### config.mk
export PLATFORM = sky130hd
export DESIGN_NAME = alu_cmd_driver
export DESIGN_NICKNAME = d
export VERILOG_FILES = /design/src/rtl/alu_pkg.sv /design/src/rtl/alu_cmd_fifo.sv /design/src/rtl/alu_cmd_driver.sv
export SDC_FILE = /design/constraint.sdc
export NUM_CORES = 1
export LEC_CHECK = 0
export BUFFER_PORTS_ARGS = -buffer_cell sky130_fd_sc_hd__buf_2
export CELL_PAD_IN_SITES_DETAIL_PLACEMENT = 1
export CELL_PAD_IN_SITES_GLOBAL_PLACEMENT = 1
export CORE_MARGIN = 5
export CORE_UTILIZATION = 49
export DETAILED_ROUTE_END_ITERATION = 12
export GPL_TIMING_DRIVEN = 0
export PLACE_DENSITY = 0.9
export SYNTH_ARGS = -nofsm -noshare
export SYNTH_HDL_FRONTEND = slang
export SYNTH_HIERARCHICAL = 1
export SYNTH_SLANG_ARGS = --single-unit
### constraint.sdc
create_clock -name clk -period 2.54 [get_ports clk]
set_clock_uncertainty 0.15 [all_clocks]
set_input_delay 0.254 -clock clk [delete_from_list [all_inputs] [get_ports clk]]
set_output_delay 0.254 -clock clk [all_outputs]
set_load 0.005 [all_outputs]
### src/rtl/alu_pkg.sv
// Shared definitions for the simple_alu command path.
//   WIDTH_DEF / OPW_DEF : default operand and opcode widths
//   alu_state_e         : command driver FSM states
//   alu_cmd_t           : command layout at default widths {opcode, a, b}
package alu_pkg;

  localparam int unsigned WIDTH_DEF = 8;
  localparam int unsigned OPW_DEF   = 2;

  typedef enum logic [2:0] {
    StIdle,
    StOpA,
    StOpB,
    StWait,
    StResp
  } alu_state_e;

  typedef struct packed {
    logic [OPW_DEF-1:0]   opcode;
    logic [WIDTH_DEF-1:0] a;
    logic [WIDTH_DEF-1:0] b;
  } alu_cmd_t;

endpackage

### src/rtl/alu_cmd_fifo.sv
// Synchronous command FIFO with registered storage (no fall-through).
//   clk, reset_n : clock, asynchronous active-low reset (empties the FIFO)
//   wr_en/wr_data: push, ignored while full
//   rd_en/rd_data: pop, rd_data shows the head entry, ignored while empty
//   full, empty  : status from the pointers
module alu_cmd_fifo #(
  parameter int unsigned DW    = 18,
  parameter int unsigned DEPTH = 4
) (
  input  logic          clk,
  input  logic          reset_n,
  input  logic          wr_en,
  input  logic [DW-1:0] wr_data,
  input  logic          rd_en,
  output logic [DW-1:0] rd_data,
  output logic          full,
  output logic          empty
);

  localparam int unsigned AW = $clog2(DEPTH);

  // One extra pointer bit distinguishes full from empty when the indices match.
  logic [AW:0]   wr_ptr_q, rd_ptr_q;
  logic [DW-1:0] mem_q [DEPTH];
  logic          do_wr, do_rd;

  assign full  = (wr_ptr_q[AW] != rd_ptr_q[AW]) && (wr_ptr_q[AW-1:0] == rd_ptr_q[AW-1:0]);
  assign empty = (wr_ptr_q == rd_ptr_q);
  assign do_wr = wr_en && !full;
  assign do_rd = rd_en && !empty;

  assign rd_data = mem_q[rd_ptr_q[AW-1:0]];

  always_ff @(posedge clk or negedge reset_n) begin
    if (!reset_n) begin
      wr_ptr_q <= '0;
      rd_ptr_q <= '0;
    end else begin
      if (do_wr) wr_ptr_q <= wr_ptr_q + 1'b1;
      if (do_rd) rd_ptr_q <= rd_ptr_q + 1'b1;
    end
  end

  always_ff @(posedge clk) begin
    if (do_wr) mem_q[wr_ptr_q[AW-1:0]] <= wr_data;
  end

endmodule

### src/rtl/alu_cmd_driver.sv
// Command stage in front of simple_alu. Buffers {opcode, a, b} commands, drives
// them onto the ALU pins (opcode+a, then b), waits for done under a watchdog and
// returns the result on a valid/ready response port.
//   clk, reset_n                 : clock, asynchronous active-low reset
//   cmd_valid/cmd_ready          : command handshake; cmd_opcode, cmd_a, cmd_b
//   opcode_valid, opcode, data   : ALU issue pins (registered)
//   done, result, overflow       : ALU completion
//   rsp_valid/rsp_ready          : response handshake; rsp_result, rsp_overflow,
//                                  rsp_timeout (registered)
//   busy                         : FSM active or commands queued
module alu_cmd_driver
  import alu_pkg::*;
#(
  parameter int unsigned WIDTH   = WIDTH_DEF,
  parameter int unsigned OPW     = OPW_DEF,
  parameter int unsigned DEPTH   = 4,
  parameter int unsigned TIMEOUT = 16
) (
  input  logic             clk,
  input  logic             reset_n,
  input  logic             cmd_valid,
  output logic             cmd_ready,
  input  logic [OPW-1:0]   cmd_opcode,
  input  logic [WIDTH-1:0] cmd_a,
  input  logic [WIDTH-1:0] cmd_b,
  output logic             opcode_valid,
  output logic [OPW-1:0]   opcode,
  output logic [WIDTH-1:0] data,
  input  logic             done,
  input  logic [WIDTH-1:0] result,
  input  logic             overflow,
  output logic             rsp_valid,
  input  logic             rsp_ready,
  output logic [WIDTH-1:0] rsp_result,
  output logic             rsp_overflow,
  output logic             rsp_timeout,
  output logic             busy
);

  localparam int unsigned CW = (TIMEOUT > 1) ? $clog2(TIMEOUT) : 1;
  localparam logic [CW-1:0] WdogLast = CW'(TIMEOUT - 1);

  typedef struct packed {
    logic [OPW-1:0]   opcode;
    logic [WIDTH-1:0] a;
    logic [WIDTH-1:0] b;
  } cmd_entry_t;

  cmd_entry_t       wr_entry, head;
  logic             fifo_full, fifo_empty, fifo_pop;
  alu_state_e       state_q;
  logic [WIDTH-1:0] b_q;
  logic [CW-1:0]    wdog_q;

  assign wr_entry  = '{opcode: cmd_opcode, a: cmd_a, b: cmd_b};
  assign cmd_ready = !fifo_full;
  assign fifo_pop  = (state_q == StIdle) && !fifo_empty;
  assign busy      = (state_q != StIdle) || !fifo_empty;

  alu_cmd_fifo #(
    .DW    ($bits(cmd_entry_t)),
    .DEPTH (DEPTH)
  ) u_fifo (
    .clk     (clk),
    .reset_n (reset_n),
    .wr_en   (cmd_valid),
    .wr_data (wr_entry),
    .rd_en   (fifo_pop),
    .rd_data (head),
    .full    (fifo_full),
    .empty   (fifo_empty)
  );

  // ALU pin values are set on the transition into each state so they line up
  // with the state itself.
  always_ff @(posedge clk or negedge reset_n) begin
    if (!reset_n) begin
      state_q      <= StIdle;
      b_q          <= '0;
      wdog_q       <= '0;
      opcode_valid <= 1'b0;
      opcode       <= '0;
      data         <= '0;
      rsp_valid    <= 1'b0;
      rsp_result   <= '0;
      rsp_overflow <= 1'b0;
      rsp_timeout  <= 1'b0;
    end else begin
      opcode_valid <= 1'b0;
      unique case (state_q)
        StIdle: begin
          if (!fifo_empty) begin
            b_q          <= head.b;
            opcode_valid <= 1'b1;
            opcode       <= head.opcode;
            data         <= head.a;
            state_q      <= StOpA;
          end
        end
        StOpA: begin
          data    <= b_q;
          wdog_q  <= '0;
          state_q <= StOpB;
        end
        StOpB: begin
          data    <= '0;
          wdog_q  <= '0;
          state_q <= StWait;
        end
        StWait: begin
          // done takes priority over a simultaneous watchdog expiry
          if (done) begin
            rsp_valid    <= 1'b1;
            rsp_result   <= result;
            rsp_overflow <= overflow;
            rsp_timeout  <= 1'b0;
            state_q      <= StResp;
          end else if (wdog_q == WdogLast) begin
            rsp_valid    <= 1'b1;
            rsp_result   <= '0;
            rsp_overflow <= 1'b0;
            rsp_timeout  <= 1'b1;
            state_q      <= StResp;
          end else begin
            wdog_q <= wdog_q + CW'(1);
          end
        end
        StResp: begin
          if (rsp_ready) begin
            rsp_valid <= 1'b0;
            state_q   <= StIdle;
          end
        end
        default: state_q <= StIdle;
      endcase
    end
  end

endmodule

==> impl_summary.txt <==
----------------------------------------------------
[Yosys]
  Cells after synthesis ... 283
  Mapped Nets ... 321
  Yosys Warn Count ... 6
  Unique masters post-synth ... 47
  Cell area after synthesis ... 4747 µm²
  Average instance area after synthesis ... 16.77 µm²
  Number of enable flip-flop cells after synthesis ... 72
  Part of the Yosys area used for sequential elements ... 68.21%
  #FFs+latches synth ... 115
  Flip-flop cell with the highest count after synthesis ... edfxtp_1
  Share of synthesized registers carrying an async set or reset ... 37.39%

[Setup path]
  Cells along the critical path ... buf_6 > xor2_4 > nor3_4 > or3b_1 > buf_6 > and2_4 > buf_6 > a31oi_1
  Number of cells traversed by the worst register-to-register path ... 8
  Crit-path slowest cell ... dfrtp_1
  Delay of the slowest cell on the worst path ... 450 ps
  Family of cells with the greatest summed delay on the critical path ... simple AND/OR/NAND/NOR gates
  Most repeated library cell on the critical path ... buf_6
  Worst path buffer plus inverter count ... 3
  Required time of the critical path ... 2820 ps
  Critical register-to-register path endpoint ... data[4]
  Top fanout value on the critical path ... 10
  Reg-to-reg slack, setup ... 150 ps
  Crit path launch type ... register
  Setup crit end kind ... register
  Arrival time of the worst setup path ... 2670 ps
  Category of the most critical setup path ... reg -> reg
  Launch point of the worst reg-to-reg path ... u_fifo/rd_ptr_q[0]

[Clock network]
  Clock transition at path regs ... 60 ps
  Total CTS buffers ... 17
  Maximum clock insertion buffer count ... 2
  Clock sinks ... 115
  Post-CTS setup buffer count ... 0
  H-tree depth ... 4
  Clock network latency to the later pin of the worst-skew pair ... 530 ps
  Root cell of the clock tree ... clkbuf_8
  Clock tree from TritonCTS ... yes

[STA]
  Post-layout minimum cycle time ... 2386 ps
  Fin crit share ... 93.95%
  Max_slew headroom ... 28.74%
  Tightest Pin Transition ... 1069 ps
  Final max-slew violation count ... 0
  Minimum setup slack in the final design ... 153.6 ps
  RSZ-0062 raised after global routing ... no
  Final hold violations ... 0
  Highest achievable clock rate ... 419.0 MHz
  Final-report setup violation count ... 0
  Final total negative setup slack ... 0 ps

[Outcome]
  Result of the run ... finished, final reports clean

[Detailed routing]
  First drt pass iteration count ... 4
  DRC Markers ... 0
  Iter 0 DRT Violations ... 157
  Number of nets still failing antenna checks after routing ... 0
  Routed WL ... 12.05 mm
  Vias per cell ... 5.541
  Vias after detailed routing ... 2959
  Average wire per cell in the routed design ... 22.57 µm

[Power]
  Total power divided by cell area ... 1339 nW/µm²
  Leakage power ... 2.392 nW
  Max VDD drop ... 836.7 µV

[Place]
  Pre-CTS setup slack ... 16.57 ps
  Routability congestion estimate from global placement ... 0.7866
  Post-detail-place hpwl ... 7.202 mm
  IO buf count ... 55

[Finish]
  Growth of design area from synthesis to finish ... 29.94%
  Layout cells sized above 1 ... 35.16%
  Layout fillers ... 875
  Number of nets in the finished design ... 426
  Number of inserted diodes ... 0

[Die]
  Number of placement rows ... 36
  Total core area ... 9594 µm²
  Starting density of the core ... 49.48%
  Floorplan die height ... 108.4 µm
  Die Width ... 108.4 µm
  I/O pin cnt ... 56
  Die Area ... 11760 µm²

[Global routing]
  First-pass GRT wire length ... 18.90 mm
  Vias in the first global route ... 3483
  Maximum number of pins on one net before global-route repair ... 44
  Aggregate global-route resource usage ... 22.57%
  Number of antenna violations at the first check in global routing ... 0
  GRT overflow ... 0

[Flow run]
  Max-capacitance violation count ... 0

[Min path]
  Hold Path Class ... in -> async

----------------------------------------------------
-- through the flow --
| stage | utilization, % | instance area, µm² | power, mW | cells | hold WS [ps] |
|---|---|---|---|---|---|
| floorplan | - | 4747 | 4.630 | 283 | -191.6 |
| global placement | 54.08 | 5189 | 5.284 | 471 | 304.6 |
| detailed placement | 54.08 | 5189 | 5.500 | 471 | 304.4 |
| CTS | 64.23 | 6162 | 8.283 | 534 | 298.7 |
| global route | 64.29 | 6168 | 8.699 | 534 | 322.6 |
| finish | 64.29 | 6168 | 8.258 | 534 | 287.5 |
-- where the power goes --
| group | total [mW] | internal (mW) | switching (mW) | leakage (nW) |
|---|---|---|---|---|
| logic | 2.68 | 1.18 | 1.50 | 0.889 |
| registers | 2.93 | 2.59 | 0.335 | 1.18 |
| clock network | 2.65 | 1.73 | 0.924 | 0.320 |
-- logic make-up (layout without fill, tap and decap cells) --
| logic type | after synthesis | after routing | share of synthesized area [%] |
|---|---|---|---|
| flip-flops | 115 | 115 | 68.21 |
| AO/OA/AOI/OAI | 61 | 61 | 9.225 |
| AND/OR/NAND/NOR | 41 | 41 | 4.718 |
| multiplexers | 29 | 29 | 11.12 |
| buffers and inverters | 21 | 139 | 2.583 |
| XOR/XNOR | 10 | 10 | 2.557 |
| adder cells (fa/ha/maj) | 6 | 6 | 1.581 |
-- routing by layer --
layer	up-vias	global-route usage, %	part of all wire [%]
li1	1315	-	-
met5	-	0	0
met4	0	10.82	3.2
met2	103	40.07	54
met1	1515	24.41	37
met3	26	6.985	5.0
-- area by class of cell --
| class | count | area (µm²) | area share, % |
|---|---|---|---|
| buffer | 14 | 96.34 | 1.562 |
| clock buffer | 17 | 414.1 | 6.714 |
| clock inverter | 15 | 244.0 | 3.955 |
| inverter | 7 | 26.28 | 0.4260 |
| multi-input combinational | 147 | 1398 | 22.66 |
| sequential | 115 | 3238 | 52.49 |
| tap | 133 | 166.4 | 2.698 |
| timing repair buffer | 86 | 585.6 | 9.493 |
-- repair_timing --
| item | 4_1_cts | 5_1_grt |
|---|---|---|
| setup endpoints to repair | 3 | 1 |
| hold endpoints to repair | 129 | 0 |
| hold buffers | 31 | 0 |
| pin swaps | 0 | 0 |
| resized for setup | 1 | 1 |
-- sequential cells by signal, summed over array words and instances, names as in the netlist --
name and flops:
u_fifo/mem_q 72, state_q 3, rsp_timeout 1, opcode_valid 1
u_fifo/rd_ptr_q 3, rsp_valid 1, rsp_result 8, rsp_overflow 1
wdog_q 4, u_fifo/wr_ptr_q 3, data 8, opcode 2
b_q 8
-- synth_stat cells, types with 2 or more instances --
master | number | area share [%]
a211oi_2 | 2 | 0.53
a21oi_1 | 13 | 1.4
a22o_1 | 10 | 1.8
a31o_2 | 2 | 0.37
a31oi_1 | 9 | 1.2
and3_1 | 3 | 0.40
buf_2 | 5 | 0.53
buf_4 | 4 | 0.63
buf_6 | 3 | 0.71
clkbuf_1 | 2 | 0.16
dfrtp_1 | 43 | 23
edfxtp_1 | 72 | 46
ha_1 | 6 | 1.6
inv_1 | 7 | 0.55
mux2_2 | 10 | 2.4
mux4_2 | 18 | 8.5
nand2_1 | 20 | 1.6
nand2b_1 | 2 | 0.26
nor3_1 | 4 | 0.42
nor3b_1 | 2 | 0.32
o21ai_0 | 10 | 1.1
o21bai_1 | 2 | 0.32
o31ai_1 | 5 | 0.79
xnor2_1 | 5 | 0.92
xor2_1 | 2 | 0.37
-- worst max path at each step --
stage                               to  depth (start not counted)  slack, ps               start
floorplan                      data[0]                          8        330  u_fifo/rd_ptr_q[0]
global placement               data[0]                          8        120  u_fifo/rd_ptr_q[0]
detailed placement             data[5]                          8         20  u_fifo/rd_ptr_q[0]
CTS                            data[5]                          8        120  u_fifo/rd_ptr_q[0]
global route        u_fifo/rd_ptr_q[1]                          8          8  u_fifo/rd_ptr_q[1]
finish                         data[4]                          8        150  u_fifo/rd_ptr_q[0]
-- cells in the final DEF (no fill, tap or decap), drive strengths merged, types with 2 or more instances in the layout --
cell type	Yosys	final
a21oi	14	14
nand3	2	2
clkinv	0	2
nor3b	3	3
a31oi	10	10
inv	7	14
and2	2	2
edfxtp	72	72
xnor2	6	6
mux4	18	18
xor2	4	4
dfrtp	43	43
dlygate4sd3	0	31
a22o	10	10
ha	6	6
o21ai	10	10
nand2b	2	2
nor3	4	4
buf	12	67
and3	3	3
nand2	20	20
mux2	10	10
a211oi	2	2
a31o	2	2
bufinv	0	5
clkbuf	2	19
o31ai	6	6
o21bai	2	2
Note: power is estimated with default switching activity, not from simulation.
